$ cat src/rtl/shift_sequencer.sv
// Command sequencer for a universal shift register: turns load/shift/rotate
// commands into per-cycle mode, parallel-data and serial-input controls.
module shift_sequencer #(
    parameter int WIDTH = 8,
    parameter int CNTW  = 3
) (
    input  logic             clk,
    input  logic             CLRb,
    input  logic             cmd_valid,
    output logic             cmd_ready,
    input  logic [1:0]       cmd_op,
    input  logic [CNTW-1:0]  cmd_cnt,
    input  logic [WIDTH-1:0] cmd_data,
    input  logic             ser_in,
    input  logic [WIDTH-1:0] q_in,
    output logic             S1,
    output logic             S0,
    output logic [WIDTH-1:0] D,
    output logic             SDL,
    output logic             SDR,
    output logic             busy,
    output logic             done
);

    typedef enum logic [1:0] {
        IDLE  = 2'b00,
        LOAD  = 2'b01,
        SHIFT = 2'b10,
        DONE  = 2'b11
    } state_t;

    state_t           state_r;
    logic [1:0]       op_r;
    logic [CNTW-1:0]  cnt_r;
    logic [1:0]       mode_r;
    logic [WIDTH-1:0] d_r;
    logic             ready_r;
    logic             busy_r;
    logic             done_r;
    logic             sdl_s;
    logic             sdr_s;

    // Register mode used while shifting: only plain shift right moves toward bit 0.
    function automatic logic [1:0] shift_mode(input logic [1:0] op);
        return (op == 2'b10) ? 2'b10 : 2'b01;
    endfunction

    // Bit that wraps around on rotate left.
    function automatic logic rotate_bit(input logic [WIDTH-1:0] q);
        return q[WIDTH-1];
    endfunction

    // Sequencer FSM; mode and D are set on the edge that enters each state.
    always_ff @(posedge clk or negedge CLRb) begin
        if (!CLRb) begin
            state_r <= IDLE;
            op_r    <= 2'b00;
            cnt_r   <= {CNTW{1'b0}};
            mode_r  <= 2'b00;
            d_r     <= {WIDTH{1'b0}};
            ready_r <= 1'b1;
            busy_r  <= 1'b0;
            done_r  <= 1'b0;
        end else begin
            case (state_r)
                IDLE: begin
                    if (cmd_valid) begin
                        op_r    <= cmd_op;
                        cnt_r   <= cmd_cnt;
                        ready_r <= 1'b0;
                        busy_r  <= 1'b1;
                        if (cmd_op == 2'b00) begin
                            state_r <= LOAD;
                            mode_r  <= 2'b11;
                            d_r     <= cmd_data;
                        end else begin
                            state_r <= SHIFT;
                            mode_r  <= shift_mode(cmd_op);
                            d_r     <= {WIDTH{1'b0}};
                        end
                    end else begin
                        state_r <= IDLE;
                    end
                end
                LOAD: begin
                    state_r <= DONE;
                    mode_r  <= 2'b00;
                    d_r     <= {WIDTH{1'b0}};
                    done_r  <= 1'b1;
                end
                SHIFT: begin
                    // Count reaching zero marks the last of cnt+1 shift cycles.
                    if (cnt_r == {CNTW{1'b0}}) begin
                        state_r <= DONE;
                        mode_r  <= 2'b00;
                        done_r  <= 1'b1;
                    end else begin
                        cnt_r   <= cnt_r - CNTW'(1);
                    end
                end
                DONE: begin
                    state_r <= IDLE;
                    done_r  <= 1'b0;
                    busy_r  <= 1'b0;
                    ready_r <= 1'b1;
                end
                default: begin
                    state_r <= IDLE;
                    mode_r  <= 2'b00;
                    d_r     <= {WIDTH{1'b0}};
                    done_r  <= 1'b0;
                    busy_r  <= 1'b0;
                    ready_r <= 1'b1;
                end
            endcase
        end
    end

    // Serial inputs follow the live source so each shift sees the current bit.
    always_comb begin
        sdl_s = 1'b0;
        sdr_s = 1'b0;
        if (state_r == SHIFT) begin
            case (op_r)
                2'b01:   sdl_s = ser_in;
                2'b10:   sdr_s = ser_in;
                2'b11:   sdl_s = rotate_bit(q_in);
                default: begin
                    sdl_s = 1'b0;
                    sdr_s = 1'b0;
                end
            endcase
        end else begin
            sdl_s = 1'b0;
            sdr_s = 1'b0;
        end
    end

    assign cmd_ready = ready_r;
    assign busy      = busy_r;
    assign done      = done_r;
    assign S1        = mode_r[1];
    assign S0        = mode_r[0];
    assign D         = d_r;
    assign SDL       = sdl_s;
    assign SDR       = sdr_s;

endmodule

$ cat config.mk
export PLATFORM = sky130hd
export DESIGN_NAME = shift_sequencer
export DESIGN_NICKNAME = d
export VERILOG_FILES = /design/src/rtl/shift_sequencer.sv
export SDC_FILE = /design/constraint.sdc
export NUM_CORES = 1
export LEC_CHECK = 0
export ABC_AREA = 1
export CAP_MARGIN = 25
export CORE_ASPECT_RATIO = 1.4
export CORE_MARGIN = 8
export CORE_UTILIZATION = 40
export DETAILED_ROUTE_END_ITERATION = 6
export GPL_TIMING_DRIVEN = 0
export MAX_ROUTING_LAYER = met4
export PLACE_DENSITY_LB_ADDON = 0.05
export REMOVE_ABC_BUFFERS = 1
export SLEW_MARGIN = 40
export SYNTH_ARGS = -nofsm -noshare
export SYNTH_HDL_FRONTEND = slang
export SYNTH_SLANG_ARGS = --single-unit
$ cat constraint.sdc
create_clock -name clk -period 2.4 [get_ports clk]
set_clock_uncertainty 0.05 [all_clocks]
set_input_delay 0.48 -clock clk [delete_from_list [all_inputs] [get_ports clk]]
set_output_delay 0.48 -clock clk [all_outputs]
set_load 0.05 [all_outputs]
-- Yosys cells after proc, flatten, opt, wreduce, memory -nomap -nowiden
Cells that the tools add are included.
- bitwise gates (word level): 0
- shifts and indexed selects: 0
- reduce and logical (&&, ||, !) cells: 14
- divide/modulo/power cells: 0
- equality and inequality tests: 10
- $add $sub $neg: 1
- mux-type cells: 25
- $mul: 0
- magnitude comparators: 0
- operator list (kind ; count):
    8-bit 2-to-1 mux ; 2
    8-bit case mux with 2 select lines ; 1
    2-bit 2-to-1 mux ; 7
    2-bit equality test, second input constant ; 5
    2-bit case mux with 4 select lines ; 1
    2-bit AND reduction ; 4
    1-bit 2-to-1 mux ; 6
    3-bit 2-to-1 mux ; 2
    2-bit != test, second input constant ; 3
    1-bit case mux with 2 select lines ; 3
    2-bit case mux with 3 select lines ; 1
    3-bit case mux with 2 select lines ; 1
    3-bit AND reduction ; 2
    2-bit nonzero test ; 3
    3-bit nonzero test ; 2
    2-bit by 1-bit equality test with 1-bit output, second input constant ; 2
    2-bit zero test ; 2
    3-bit zero test ; 1
    1-bit case mux with 3 select lines ; 1
    3-bit by 1-bit subtractor with 3-bit output, second input constant ; 1
- logic and storage cells: 58
- bits in read-only memories: 0
- memories: 0
- register bits after elaboration: 20
- bits in latches: 0
- bits in writable memories: 0
- input bits: 25
- output and inout port bits: 15

-- Depth between registers and ports, before layout
Gate-level depths: netlist of the first run.
- depth after elaboration: 5
- gate-level depth with buffers: 8
- depth with buffers taken out: 8

-- Worst setup path before layout of the first run
Ideal clock, no wire load.
- path type: flip-flop to output port
- from: register state_r[0]
- to: output port SDR
- stages on the path, launching flop included: 5
- slack: -32 ps
- data required time: 1870 ps
- arrival: 1902 ps
- path buffers: 0
- cell sequence: dfrtp_1 -> inv_1 -> ha_1 -> inv_1 -> nor3_1
- longest elaborated chain between the ends: 2
- RTL lines (item ; line ; text):
    start, declared ; 32 ; state_t state_r;
    start signal, assigned ; 56 ; state_r <= IDLE;
    start signal, assigned ; 73 ; state_r <= LOAD;
    start signal, assigned ; 77 ; state_r <= SHIFT;
    2-bit equality test ; 123 ; if (state_r == SHIFT) begin
    1-bit 2-to-1 mux ; 123 ;
    end, declared ; 20 ; output logic SDR,
Every way passes these cells.

-- Worst setup path after layout of the first run
Same ends and word-level chain as after synthesis.

==> results of run 1 <==
## stage by stage
| stage | total power [uW] | hold slack [ns] | area [sq um] | utilization, % |
|---|---|---|---|---|
| 6_report | 1940 | 0.0490 | 1460 | 55.8 |
| 5_1_grt | 2100 | 0.0755 | 1460 | 55.8 |
| 4_1_cts | 1970 | 0.0591 | 1460 | 55.9 |
| 3_5_place_dp | 1800 | 0.407 | 1440 | 55.1 |
| 3_3_place_gp | 1770 | 0.407 | 1450 | 55.3 |
| 2_1_floorplan | 1440 | 0.134 | 1080 | - |
## registers in the layout (all words and copies together) (netlist names)
name       cells
busy           1
op_r           2
cmd_ready      1
done           1
mode_r         2
D              8
state_r        2
cnt_r          3
## cell families after synthesis
kind of cell,Yosys count,share of synthesized area [%]
AOI/OAI and AO/OA,22,11.5
adders and majority gates,7,8.03
buffers and inverters,21,8.37
DFF,20,46.0
and+or+nand+nor,61,26.1
## power groups by stage
stage	registers (uW)	logic, uW	clock network [uW]
final	575	1200	168
after floorplan	840	596	0
after global routing	594	1320	194
after CTS	576	1220	176
after detailed placement	584	1220	0
after global placement	574	1200	0
## what timing repair did
action / CTS / global route
resized for setup: 9 / 3
pin swaps: 0 / 0
setup endpoints to repair: 2 / 2
## layout make-up
type / count / area share, %
Sequential cell: 20 / 34.4
Timing Repair Buffer: 32 / 21.1
Inverter: 20 / 5.49
Clock buffer: 4 / 1.80
Multi-Input combinational cell: 90 / 34.1
Tap cell: 36 / 3.09
## final timing paths
check,start,to,slack [ns],depth (start not counted)
worst max-delay path,state_r[0]$_DFFE_PN0P_,SDR,0.14,5
worst min-delay path,CLRb,cnt_r[2]$_DFFE_PN0P_,0.05,1
worst max register to register,state_r[0]$_DFFE_PN0P_,cnt_r[1]$_DFFE_PN0P_,0.87,8
worst min register to register,mode_r[1]$_DFFE_PN0P_,mode_r[1]$_DFFE_PN0P_,0.43,2
max in group asynchronous,CLRb,cmd_ready$_DFFE_PN1P_,1.90,1
min in group clk,mode_r[1]$_DFFE_PN0P_,mode_r[1]$_DFFE_PN0P_,0.43,2
## metal layers
layer | vias to the layer above | wire length (microns) | part of all wire, % | GRT usage (%)
met3 | 5 | 155 | 5.9 | 3.63
met1 | 430 | 1030 | 39 | 13.9
li1 | 488 | - | - | -
met5 | - | 0 | 0 | -
met4 | 0 | 44 | 1.7 | 4.32
met2 | 26 | 1380 | 53 | 19.1
## worst register-to-register path, cell delays in order (launching register included)
cell     delay [ns]
dfrtp_1        0.42
inv_1          0.10
ha_1           0.26
inv_1          0.20
nand2_1        0.10
nand2_1        0.12
nand2_2        0.08
nand2_1        0.06
nand2_1        0.05
## cells in the mapped netlist, drive strengths merged
| master | instances |
|---|---|
| a21oi | 5 |
| a31o | 1 |
| a31oi | 1 |
| buf | 1 |
| clkinv | 1 |
| dfrtp | 19 |
| dfstp | 1 |
| ha | 7 |
| inv | 19 |
| nand2 | 36 |
| nand3 | 14 |
| nor2 | 9 |
| nor3 | 1 |
| o211ai | 1 |
| o21ai | 14 |
| or2 | 1 |
==> results.sh, run 1 <==
export IMPL_worstPathArrival_ns=1.73
export IMPL_report_final_hold_viol_count=0
export IMPL_grt_pass1_wl_mm=4.28
export IMPL_fin_crit_sh_pct=94.1
export IMPL_cp_slowest_cell="dfrtp_1"
export IMPL_path_class="flop to primary output"
export IMPL_power_switching_uw=989
export IMPL_dp_cells=198
export IMPL_drv_slew=0
export IMPL_drc=0
export IMPL_antennaDiodeCount=0
export IMPL_track_usage_pct=12.1
export IMPL_cts_sinks=20
export IMPL_pwr_density_cell_nw_per_um2=1330
export IMPL_cp_cell_sequence="inv_1 > ha_1 > inv_1 > nor3_1 > clkbuf_4"
export IMPL_regArea_sq_um=502
export IMPL_antenna_found_initial=0
export IMPL_rows=22
export IMPL_path_buf_inv=3
export IMPL_cts_buffer_depth=2
export IMPL_synth_top_area_cell="dfrtp_1"
export IMPL_setup_tns_ns=0
export IMPL_ys_warn_count=0
export IMPL_path_delay_family="buffers and inverters"
export IMPL_worstMarginPinSlew_ns=0.513
export IMPL_start_kind="flop"
export IMPL_status="complete, no violations"
export IMPL_fin_ws_ns=0.143
export IMPL_die_area_sq_um=4680
export IMPL_die_h_microns=77.8
export IMPL_core_sq_um=2620
export IMPL_finalCriticalPeriod_ns=2.26
export IMPL_clkSlewWorstSetupHoldPaths_ns=0.11
export IMPL_area_growth_pct=33.7
export IMPL_final_cells=202
export IMPL_achievable_frequency_mhz=443
export IMPL_wl_per_cell_microns=12.9
export IMPL_numCtsBuffers=3
export IMPL_setup_viol=0
export IMPL_io_pins=40
export IMPL_p_clk_share_pct=8.6
export IMPL_synthCells=131
export IMPL_layout_common_cells="nand2_1, clkdlybuf4s50_1, dfrtp_1"
export IMPL_path_common_cell="inv_1"
export IMPL_worstPathRequired_ns=1.87
export IMPL_dp_slack_ns=-0.149
export IMPL_portBuffers=32
export IMPL_synth_yosys_seq_area_share_pct=46.0
export IMPL_grt_pass1_vias=963
export IMPL_synth_cell_types=24
export IMPL_syn_area_sq_um=1090
export IMPL_fp_dieW_microns=60.1
export IMPL_p_int_uw=952
export IMPL_ant_nets=0
export IMPL_vias=949
export IMPL_grt_overflow=0
export IMPL_ys_seq_elements=20
export IMPL_maxCapViolCount=0
export IMPL_place_hpwl_mm=2.07
export IMPL_place_gp_congestion=0.788
export IMPL_synth_top_area_share_pct=43.6
export IMPL_cp_end_kind="primary output"
export IMPL_yosys_top_cells_area="dfrtp_1, nand2_1, ha_1"
export IMPL_layout_commonest_cell="nand2_1"
export IMPL_nFillCells=255
export IMPL_drt_pass1_iter_count=4
export IMPL_post_cts_buffers=0
export IMPL_p_leak_uw=0.000719
export IMPL_routed_via_density=4.70
export IMPL_grt_max_degree=21
export IMPL_start_util_pct=41.7
export IMPL_cts_hold_buf=0
export IMPL_drtIter0Drc=35
export IMPL_comb_power_share_pct=61.8
export IMPL_postSynthAreaPerCell_sq_um=8.33
export IMPL_slew_headroom_pct=65.7
export IMPL_clk_latency_ns=0.30
export IMPL_worstPathMaxFanout=7
export IMPL_drt_total_wl_mm=2.61
export IMPL_h_tree_depth=1
export IMPL_peakVddDrop_uv=534
export IMPL_max_stage_delay_ns=0.43
export IMPL_pwr_share_seq_pct=29.6
export IMPL_sw_frac_of_total_pct=50.9
export IMPL_cts_root_buf="clkbuf_4"
export IMPL_layout_nets=199
export IMPL_cts_tree="yes"
export IMPL_hold_class="primary input to async pin"
export IMPL_drive_above_1_share_pct=11.4
export IMPL_rsz0062_at_grt="false"
export IMPL_multi_input_area_sq_um=498
Note: power is estimated with default switching activity, not from simulation.
==> run 2: changes to the inputs <==
--- a/config.mk
+++ b/config.mk
@@ -10,6 +10,7 @@
 export CORE_ASPECT_RATIO = 1.4
 export CORE_MARGIN = 8
 export CORE_UTILIZATION = 40
+export CTS_CLUSTER_DIAMETER = 150
 export DETAILED_ROUTE_END_ITERATION = 6
 export GPL_TIMING_DRIVEN = 0
 export MAX_ROUTING_LAYER = met4
==> results of run 2 <==
Final layout, timing and power as in run 1 (identical DEF).
==> run 3: changes to the inputs <==
==> constraint.sdc (replaced) <==
create_clock -name clk -period 2.7 [get_ports clk]
set_clock_uncertainty 0.05 [all_clocks]
set_input_delay 0.54 -clock clk [delete_from_list [all_inputs] [get_ports clk]]
set_output_delay 0.54 -clock clk [all_outputs]
set_load 0.05 [all_outputs]
==> results.sh, run 3 (synthesis gave the netlist of run 1 again) <==
export IMPL_place_hpwl_mm=2.07
export IMPL_cts_root_buf="clkbuf_4"
export IMPL_portBuffers=32
export IMPL_place_gp_congestion=0.788
export IMPL_antennaDiodeCount=0
export IMPL_rows=22
export IMPL_fin_crit_sh_pct=92.1
export IMPL_fp_dieW_microns=60.1
export IMPL_grt_pass1_wl_mm=4.28
export IMPL_worstPathRequired_ns=2.11
export IMPL_status="complete, no violations"
export IMPL_clkSlewWorstSetupHoldPaths_ns=0.11
export IMPL_worstPathMaxFanout=4
export IMPL_grt_pass1_vias=963
export IMPL_hold_class="primary input to async pin"
export IMPL_r2r_slack_ns=1.17
export IMPL_clk_latency_ns=0.30
export IMPL_drtIter0Drc=35
export IMPL_setup_tns_ns=0
export IMPL_io_pins=40
export IMPL_rsz0062_at_grt="false"
export IMPL_drt_total_wl_mm=2.61
export IMPL_largest_reg_flops=8
export IMPL_stdcell_area_sq_um=1460
export IMPL_routed_via_density=4.70
export IMPL_worstMarginPinSlew_ns=0.513
export IMPL_finalCriticalPeriod_ns=2.49
export IMPL_cts_sinks=20
export IMPL_maxCapViolCount=0
export IMPL_grt_overflow=0
export IMPL_peakVddDrop_uv=475
export IMPL_worstSetupStartpoint="state_r[0]$_DFFE_PN0P_"
export IMPL_layout_common_cells="nand2_1, clkdlybuf4s50_1, dfrtp_1"
export IMPL_placedInstanceArea_sq_um=1440
export IMPL_drc=0
export IMPL_h_tree_depth=1
export IMPL_die_area_sq_um=4680
export IMPL_core_sq_um=2620
export IMPL_cp_cell_sequence="inv_1 > ha_1 > o211ai_1 > a21oi_1 > dlygate4sd2_1"
export IMPL_finalPower_uw=1730
export IMPL_ant_nets=0
export IMPL_numCtsBuffers=3
export IMPL_antenna_found_initial=0
export IMPL_vias=949
export IMPL_wl_per_cell_microns=12.9
export IMPL_layout_commonest_cell="nand2_1"
export IMPL_slew_headroom_pct=65.7
export IMPL_start_util_pct=41.7
export IMPL_max_stage_delay_ns=0.54
export IMPL_report_final_hold_viol_count=0
export IMPL_achievable_frequency_mhz=402
export IMPL_drt_pass1_iter_count=4
export IMPL_die_h_microns=77.8
export IMPL_worstPathArrival_ns=1.90
export IMPL_track_usage_pct=12.1
export IMPL_pwr_density_cell_nw_per_um2=1180
export IMPL_cts_tree="yes"
export IMPL_drive_above_1_share_pct=10.8
export IMPL_cp_slowest_cell="dlygate4sd2_1"
export IMPL_drv_slew=0
export IMPL_layout_nets=199
export IMPL_nFillCells=254
export IMPL_post_cts_buffers=0
export IMPL_reg2regPathDepth=8
export IMPL_cts_buffer_depth=2
export IMPL_path_class="flop to primary output"
export IMPL_setup_viol=0
export IMPL_cp_end_kind="primary output"
export IMPL_start_kind="flop"
export IMPL_p_leak_uw=0.000721
export IMPL_grt_max_degree=21
export IMPL_r2r_end="cnt_r[1]$_DFFE_PN0P_"
export IMPL_area_growth_pct=33.8
export IMPL_r2r_start="state_r[0]$_DFFE_PN0P_"
run 3: stage by stage:
step	utilization, %	hold slack (ns)	worst slack, ns	std cells
after detailed placement	55.1	0.413	0.0310	198
after floorplan	-	0.194	0.208	130
after CTS	56.0	0.119	0.0752	202
after global routing	55.8	0.135	0.0639	202
final	55.8	0.109	0.214	202
after global placement	55.3	0.407	0.0655	198
run 3: how the worst max path moves through the flow:
stage,endpoint,slack [ns],cells past startpoint
floorplan,SDR,0.21,4
global placement,SDL,0.07,4
detailed placement,SDL,0.03,4
CTS,SDR,0.08,5
global route,SDL,0.06,5
finish,SDL,0.21,5
run 3: timing repair:
item / CTS / global route
gates cloned: 0 / 0
hold buffers: 0 / 0
resized for setup: 2 / 3
endpoints found under the setup margin: 2 / 1
run 3: final cells by class:
type / count / area (sq um) / area share (%)
Sequential cell: 20 / 502 / 34.4
Multi-Input combinational cell: 90 / 498 / 34.1
Timing Repair Buffer: 32 / 309 / 21.2
Inverter: 20 / 80.1 / 5.48
Tap cell: 36 / 45.0 / 3.08
Clock buffer: 4 / 26.3 / 1.80
run 3: power breakdown:
| part | leakage [uW] | internal [uW] | total [uW] | switching [uW] |
|---|---|---|---|---|
| sequential | 0.000254 | 431 | 511 | 80.1 |
| combinational | 0.000452 | 358 | 1070 | 707 |
| clock | 0.0000150 | 57.6 | 149 | 91.4 |
| total | 0.000721 | 846 | 1730 | 879 |
run 3: critical path: cells and delay by family, from the launching register on:
| kind | cells | cell delay [ns] |
|---|---|---|
| fa+ha+maj | 1 | 0.25 |
| compound gates | 2 | 0.25 |
| flops | 1 | 0.43 |
| buf+inv | 2 | 0.66 |
run 3: layer usage:
layer  track usage [%]  part of all wire [%]  vias to the layer above
met5                 -                     0                        -
met4              4.32                   1.7                        0
met3              3.63                   5.9                        5
met2              19.1                    53                       26
met1              13.9                    39                      430
li1                  -                     -                      488
